--- src/rtl/mdio_link_ctrl.sv ---
// mdio_link_ctrl
//   Clause-22 MDIO master for the board's 88E1111 PHYs. A single frame engine
//   is shared by a host command port and an internal poller that periodically
//   reads the PHY-specific status register. The poller turns that status into
//   link state and speed selects for the RGMII TX clock mux at top level.
//
// Ports
//   clk, reset            system clock (rising edge), async active-high reset
//   cmd_valid/cmd_ready   host command handshake (ready only in IDLE)
//   cmd_write             1 = write frame, 0 = read frame
//   cmd_reg, cmd_wdata    register address and write data
//   rsp_valid, rsp_rdata  one-cycle response at the end of a host frame
//   mdc                   MDIO clock, clk/(2*CLK_DIV), held low between frames
//   mdio_out, mdio_oen    pin data and active-low output enable (1 = released)
//   mdio_in               pin input
//   link_up               PHY real-time link (status bit 10)
//   eth_mode              1 = 1000 Mb/s
//   ena_10                1 = 10 Mb/s (only meaningful when eth_mode = 0)
//   busy                  frame in progress
module mdio_link_ctrl #(
  parameter int unsigned CLK_DIV     = 25,
  parameter logic [4:0]  PHY_ADDR    = 5'd0,
  parameter logic [4:0]  STAT_REG    = 5'd17,
  parameter logic [23:0] POLL_CYCLES = 24'd5000000
) (
  input  logic        clk,
  input  logic        reset,
  input  logic        cmd_valid,
  output logic        cmd_ready,
  input  logic        cmd_write,
  input  logic [4:0]  cmd_reg,
  input  logic [15:0] cmd_wdata,
  output logic        rsp_valid,
  output logic [15:0] rsp_rdata,
  output logic        mdc,
  output logic        mdio_out,
  output logic        mdio_oen,
  input  logic        mdio_in,
  output logic        link_up,
  output logic        eth_mode,
  output logic        ena_10,
  output logic        busy
);

  localparam int unsigned DIV_W = (CLK_DIV > 2) ? $clog2(CLK_DIV) : 1;
  localparam logic [DIV_W-1:0] DIV_LAST = DIV_W'(CLK_DIV - 1);

  typedef enum logic [2:0] {
    S_IDLE = 3'd0,
    S_PRE  = 3'd1,
    S_CMD  = 3'd2,
    S_TA   = 3'd3,
    S_DATA = 3'd4,
    S_DONE = 3'd5
  } state_t;

  state_t            state;
  logic [DIV_W-1:0]  div_cnt;
  logic [5:0]        bit_cnt;
  logic [63:0]       shreg;
  logic              is_read;
  logic              is_host;
  logic [15:0]       rdata_sh;
  logic [23:0]       timer;
  logic              poll_pending;

  logic [63:0]       start_frame;
  logic [5:0]        next_bit;
  logic              div_tc;
  logic              timer_tc;

  // Full 64-bit frame image; read frames carry all-ones in TA/DATA because the
  // pin is released there anyway.
  function automatic logic [63:0] build_frame(input logic wr,
                                              input logic [4:0] regad,
                                              input logic [15:0] wdata);
    build_frame = {32'hFFFF_FFFF, 2'b01,
                   (wr ? 2'b01 : 2'b10),
                   PHY_ADDR, regad,
                   (wr ? 2'b10 : 2'b11),
                   (wr ? wdata : 16'hFFFF)};
  endfunction

  // Host command has priority over a pending poll when choosing the next frame.
  assign start_frame = cmd_valid ? build_frame(cmd_write, cmd_reg, cmd_wdata)
                                 : build_frame(1'b0, STAT_REG, 16'h0000);
  assign next_bit = bit_cnt + 6'd1;
  assign div_tc   = (div_cnt == DIV_LAST);
  assign timer_tc = (timer == (POLL_CYCLES - 24'd1));

  // Free-running poll interval timer.
  always_ff @(posedge clk or posedge reset) begin
    if (reset) begin
      timer <= 24'd0;
    end else if (timer_tc) begin
      timer <= 24'd0;
    end else begin
      timer <= timer + 24'd1;
    end
  end

  // Frame engine: arbitration, MDC generation, bit shifting and status decode.
  always_ff @(posedge clk or posedge reset) begin
    if (reset) begin
      state        <= S_IDLE;
      div_cnt      <= '0;
      bit_cnt      <= 6'd0;
      shreg        <= 64'd0;
      is_read      <= 1'b0;
      is_host      <= 1'b0;
      rdata_sh     <= 16'd0;
      poll_pending <= 1'b1;
      cmd_ready    <= 1'b1;
      busy         <= 1'b0;
      rsp_valid    <= 1'b0;
      rsp_rdata    <= 16'd0;
      mdc          <= 1'b0;
      mdio_out     <= 1'b1;
      mdio_oen     <= 1'b1;
      link_up      <= 1'b0;
      eth_mode     <= 1'b0;
      ena_10       <= 1'b0;
    end else begin
      rsp_valid    <= 1'b0;
      // A timer expiry only ever raises the request; it is consumed at poll start.
      poll_pending <= poll_pending | timer_tc;
      case (state)
        S_IDLE: begin
          mdc     <= 1'b0;
          div_cnt <= '0;
          if (cmd_valid || poll_pending) begin
            state     <= S_PRE;
            busy      <= 1'b1;
            cmd_ready <= 1'b0;
            bit_cnt   <= 6'd0;
            mdio_out  <= start_frame[63];
            mdio_oen  <= 1'b0;
            shreg     <= {start_frame[62:0], 1'b1};
            rdata_sh  <= 16'd0;
            is_read   <= cmd_valid ? ~cmd_write : 1'b1;
            is_host   <= cmd_valid;
            if (!cmd_valid) begin
              poll_pending <= timer_tc;
            end else begin
              poll_pending <= poll_pending | timer_tc;
            end
          end else begin
            mdio_out <= 1'b1;
            mdio_oen <= 1'b1;
          end
        end
        S_PRE, S_CMD, S_TA, S_DATA: begin
          if (div_tc) begin
            div_cnt <= '0;
            mdc     <= ~mdc;
            if (!mdc) begin
              // MDC rising: capture read data from the PHY.
              if ((state == S_DATA) && is_read) begin
                rdata_sh <= {rdata_sh[14:0], mdio_in};
              end else begin
                rdata_sh <= rdata_sh;
              end
            end else if (bit_cnt == 6'd63) begin
              // Falling edge after the last bit: release the pin and report.
              state    <= S_DONE;
              mdio_out <= 1'b1;
              mdio_oen <= 1'b1;
              if (is_host) begin
                rsp_valid <= 1'b1;
                rsp_rdata <= is_read ? rdata_sh : 16'h0000;
              end else begin
                link_up <= rdata_sh[10];
                if (rdata_sh[10]) begin
                  case (rdata_sh[15:14])
                    2'b10:   begin eth_mode <= 1'b1; ena_10 <= 1'b0; end
                    2'b01:   begin eth_mode <= 1'b0; ena_10 <= 1'b0; end
                    2'b00:   begin eth_mode <= 1'b0; ena_10 <= 1'b1; end
                    default: begin eth_mode <= eth_mode; ena_10 <= ena_10; end
                  endcase
                end else begin
                  eth_mode <= eth_mode;
                  ena_10   <= ena_10;
                end
              end
            end else begin
              // MDC falling: present the next frame bit.
              bit_cnt  <= next_bit;
              mdio_out <= shreg[63];
              shreg    <= {shreg[62:0], 1'b1};
              mdio_oen <= (next_bit >= 6'd46) ? is_read : 1'b0;
              if (next_bit == 6'd32) begin
                state <= S_CMD;
              end else if (next_bit == 6'd46) begin
                state <= S_TA;
              end else if (next_bit == 6'd48) begin
                state <= S_DATA;
              end else begin
                state <= state;
              end
            end
          end else begin
            div_cnt <= div_cnt + DIV_W'(1);
          end
        end
        S_DONE: begin
          state     <= S_IDLE;
          busy      <= 1'b0;
          cmd_ready <= 1'b1;
          mdc       <= 1'b0;
          mdio_out  <= 1'b1;
          mdio_oen  <= 1'b1;
        end
        default: begin
          state     <= S_IDLE;
          busy      <= 1'b0;
          cmd_ready <= 1'b1;
          mdc       <= 1'b0;
          mdio_out  <= 1'b1;
          mdio_oen  <= 1'b1;
        end
      endcase
    end
  end

endmodule
--- config.mk ---
export PLATFORM = sky130hd
export DESIGN_NAME = mdio_link_ctrl
export DESIGN_NICKNAME = d
export VERILOG_FILES = /design/src/rtl/mdio_link_ctrl.sv
export SDC_FILE = /design/constraint.sdc
export NUM_CORES = 1
export LEC_CHECK = 0
export BUFFER_PORTS_ARGS = -buffer_cell sky130_fd_sc_hd__buf_2
export CAP_MARGIN = 0
export CORE_MARGIN = 1.5
export CORE_UTILIZATION = 50
export CTS_BUF_LIST = sky130_fd_sc_hd__clkbuf_8
export DETAILED_ROUTE_END_ITERATION = 12
export PLACE_DENSITY = 0.79
export SLEW_MARGIN = 30
export SYNTH_ARGS = -nofsm -noshare
export SYNTH_HDL_FRONTEND = slang
export SYNTH_SLANG_ARGS = --single-unit
--- constraint.sdc ---
create_clock -name clk -period 4.6 [get_ports clk]
set_input_delay 0.23 -clock clk [delete_from_list [all_inputs] [get_ports clk]]
set_output_delay 0.23 -clock clk [all_outputs]
set_load 0.01 [all_outputs]
==> impl_metrics.tcl <==
set metrics [dict create \
    fmax_mhz 368 \
    vias 5176 \
    worstPathArrival_ns 3.06 \
    yosys_warnings 0 \
    drv_cap 0 \
    irDropWorstVdd_mv 0.218 \
    slowest_stage "buf_4" \
    setup_viol 0 \
    finalHoldViolCount 0 \
    ys_types 60 \
    synth_ff_type "dfrtp_1" \
    stdcell_count 936 \
    skew_ns 0.00833 \
    holdWs_ns 0.0292 \
    synth_edf_count 0 \
    slew-limit-headroom_pct 43.4 \
    grt_pass1_vias 4885 \
    crit_type "flip-flop to flip-flop" \
    ys_ff_latch 146 \
    required_ns 4.94 \
    drtIter0Drc 415 \
    startpoint_type "flip-flop" \
    fin_tns_setup_ns 0 \
    wl_per_cell_um 14.3 \
    rsz0062_at_grt "false" \
    netlist_area_mm2 0.00665 \
    die_x_um 118 \
    place.gp.congestion 0.815 \
    syn_avg_cell_area_um2 9.23 \
    clock-sinks 146 \
    num_io_pins 51 \
    crit_chain "inv_1, ha_1, and4b_1, and2_4, a31oi_4, o32ai_4, buf_4, o21ai_1, a32o_1" \
    cts-root-buf "clkbuf_8" \
    final_net_count 784 \
    grtUsageTotal_pct 20.0 \
    drive_gt1_share_pct 13.5 \
    start_util_pct 52.1 \
    overflow 0 \
    grt_use_met1_pct 26.1 \
    ant_nets 0 \
    yosysSeqAreaShare_pct 55.0 \
    grt_pass1_wl_um 22700 \
    slowest_delay_ns 0.68 \
    min_period_ns 2.72 \
    powerDensity_mw_per_mm2 325 \
    dp_hpwl_um 8500 \
    met3_usage_pct 4.63 \
    rows 41 \
    io_buffers 50 \
    globalRouteMet2Util_pct 32.1 \
    clk_latency_ns 0.45 \
    cp_max_fo 90 \
    place_inst 904 \
    pre_cts_ws_ns 1.80 \
    fin_ws_ns 1.88 \
    outcome "completed" \
    hold_class "input pin to flip-flop" \
    mostFrequentLayoutCell "dfrtp_1" \
    cts_htree_levels 4 \
    power.leakage_nw 3.63 \
    gr-max-usage-layer "met2" \
    drc_errors 0 \
    cp-end-kind "flip-flop" \
    finalCritPeriodShare_pct 59.1 \
    core-area_mm2 0.0128 \
    num_antenna_cells 0 \
    die_area_mm2 0.0140 \
    syn_to_final_growth_pct 11.3 \
    finalMaxSlewViolations 0 \
    vias_per_cell 5.53 \
    clk_pin_slew_ns 0.08 \
    antenna_found_initial 0 \
    clockBufferDepth 2 \
    cts_made_buffers 17 \
    die_h_um 118 \
    grt_start_max_net_pins 115 \
    syn-instance-count 721 \
    mostFrequentLayoutCells "dfrtp_1 (142), nor2_1 (113), nand2_1 (105)" \
    synth_fp_nets 753 \
    cts_setup_buffers 0 \
    tritoncts "done" \
    async_flop_share_pct 100 \
    max_slew.worst_pin.slew_ns 0.841 \
    drt_wl_total_um 13400 \
    drtPass1Iterations 6 \
]
-- through the flow --
stage          total power, W  cell area [µm²]  util, %
5_1_grt               0.00249             7400     58.0
4_1_cts               0.00243             7380     57.8
2_1_floorplan         0.00133             6650        -
3_3_place_gp          0.00135             6960     54.5
3_5_place_dp          0.00135             6960     54.5
6_report              0.00241             7400     58.0
-- critical path, delay by kind of cell, from the launching register on --
family / cells / cell delay [ns]
buffers and inverters: 2 / 0.76
and+or+nand+nor: 2 / 0.64
AOI/OAI and AO/OA: 4 / 0.63
DFF: 1 / 0.43
adders and majority gates: 1 / 0.14
-- timing repair --
item | in CTS | in global routing
resized for setup | 0 | 0
hold endpoints to repair | 0 | 19
hold buffers | 0 | 1
-- state kept, by name, summed over array words and instances (netlist names) --
| register | count |
|---|---|
| busy | 1 |
| state | 3 |
| is_read | 1 |
| bit_cnt | 6 |
| mdio_out | 1 |
| eth_mode | 1 |
| link_up | 1 |
| ena_10 | 1 |
| mdio_oen | 1 |
| rsp_valid | 1 |
| mdc | 1 |
| cmd_ready | 1 |
| rsp_rdata | 16 |
| timer | 24 |
| shreg | 64 |
| poll_pending | 1 |
| div_cnt | 5 |
| is_host | 1 |
| rdata_sh | 16 |
-- cells in the mapped netlist, drive strengths merged (4+ instances only) --
cell | instances | share of area [%]
xnor2 | 12 | 1.6
dfstp | 4 | 1.6
or3 | 18 | 1.7
buf | 18 | 1.7
nor4 | 4 | 0.38
and2 | 4 | 0.41
clkbuf | 27 | 1.5
nand2 | 106 | 6.0
nor3 | 43 | 3.2
a21oi | 27 | 2.0
inv | 8 | 0.45
o21ai | 74 | 5.6
a31oi | 8 | 0.98
o31ai | 5 | 0.64
dfrtp | 142 | 53
nand3 | 31 | 2.3
nor2b | 4 | 0.38
ha | 6 | 1.1
nor2 | 114 | 6.4
and3 | 9 | 0.92
xor2 | 8 | 1.1
-- worst paths after layout --
kind	startpoint	endpoint	slack (ns)	depth (start not counted)
hold reg to reg	shreg[0]$_DFFE_PP0P_	shreg[0]$_DFFE_PP0P_	0.47	1
setup reg to reg	div_cnt[0]$_DFFE_PP0N_	bit_cnt[5]$_DFFE_PP0P_	1.88	9
setup / recovery	div_cnt[0]$_DFFE_PP0N_	bit_cnt[5]$_DFFE_PP0P_	1.88	9
max in group asynchronous	reset	cmd_ready$_DFFE_PP1P_	3.15	4
hold / removal	mdio_in	rdata_sh[0]$_DFFE_PP0P_	0.03	3
min in group asynchronous	reset	shreg[4]$_DFFE_PP0P_	0.49	3
-- layout make-up --
cell class / count / area, µm²
inverter: 8 / 37.5
sequential: 146 / 3660
multi-input combinational: 522 / 2760
tap: 172 / 215
fill: 1091 / 5370
timing repair buffer: 57 / 305
clock buffer: 19 / 262
clock inverter: 12 / 164
-- report_power, final --
part | internal (W) | switching [W] | total [W]
clock network | 0.000610 | 0.000470 | 0.00108
logic | 0.0000103 | 0.0000318 | 0.0000421
registers | 0.00128 | 0.00000317 | 0.00129
total | 0.00190 | 0.000505 | 0.00241
-- cells by family (layout without fill, tap and decap cells) --
logic type,Yosys count,after routing,synth area share (%)
flip-flops,146,146,55.0
adder cells (fa/ha/maj),8,8,1.43
multiplexers,3,3,0.470
AND/OR/NAND/NOR,356,356,24.6
AO/OA/AOI/OAI,135,135,12.2
buffers and inverters,53,96,3.65
XOR/XNOR,20,20,2.63
-- metal layers --
metal  routed length, µm  vias up
li1                    -     2531
met1                6040     2491
met2                6430      132
met3                 623       22
met4                 266        0
met5                   0        -
Note: power is estimated with default switching activity, not from simulation.
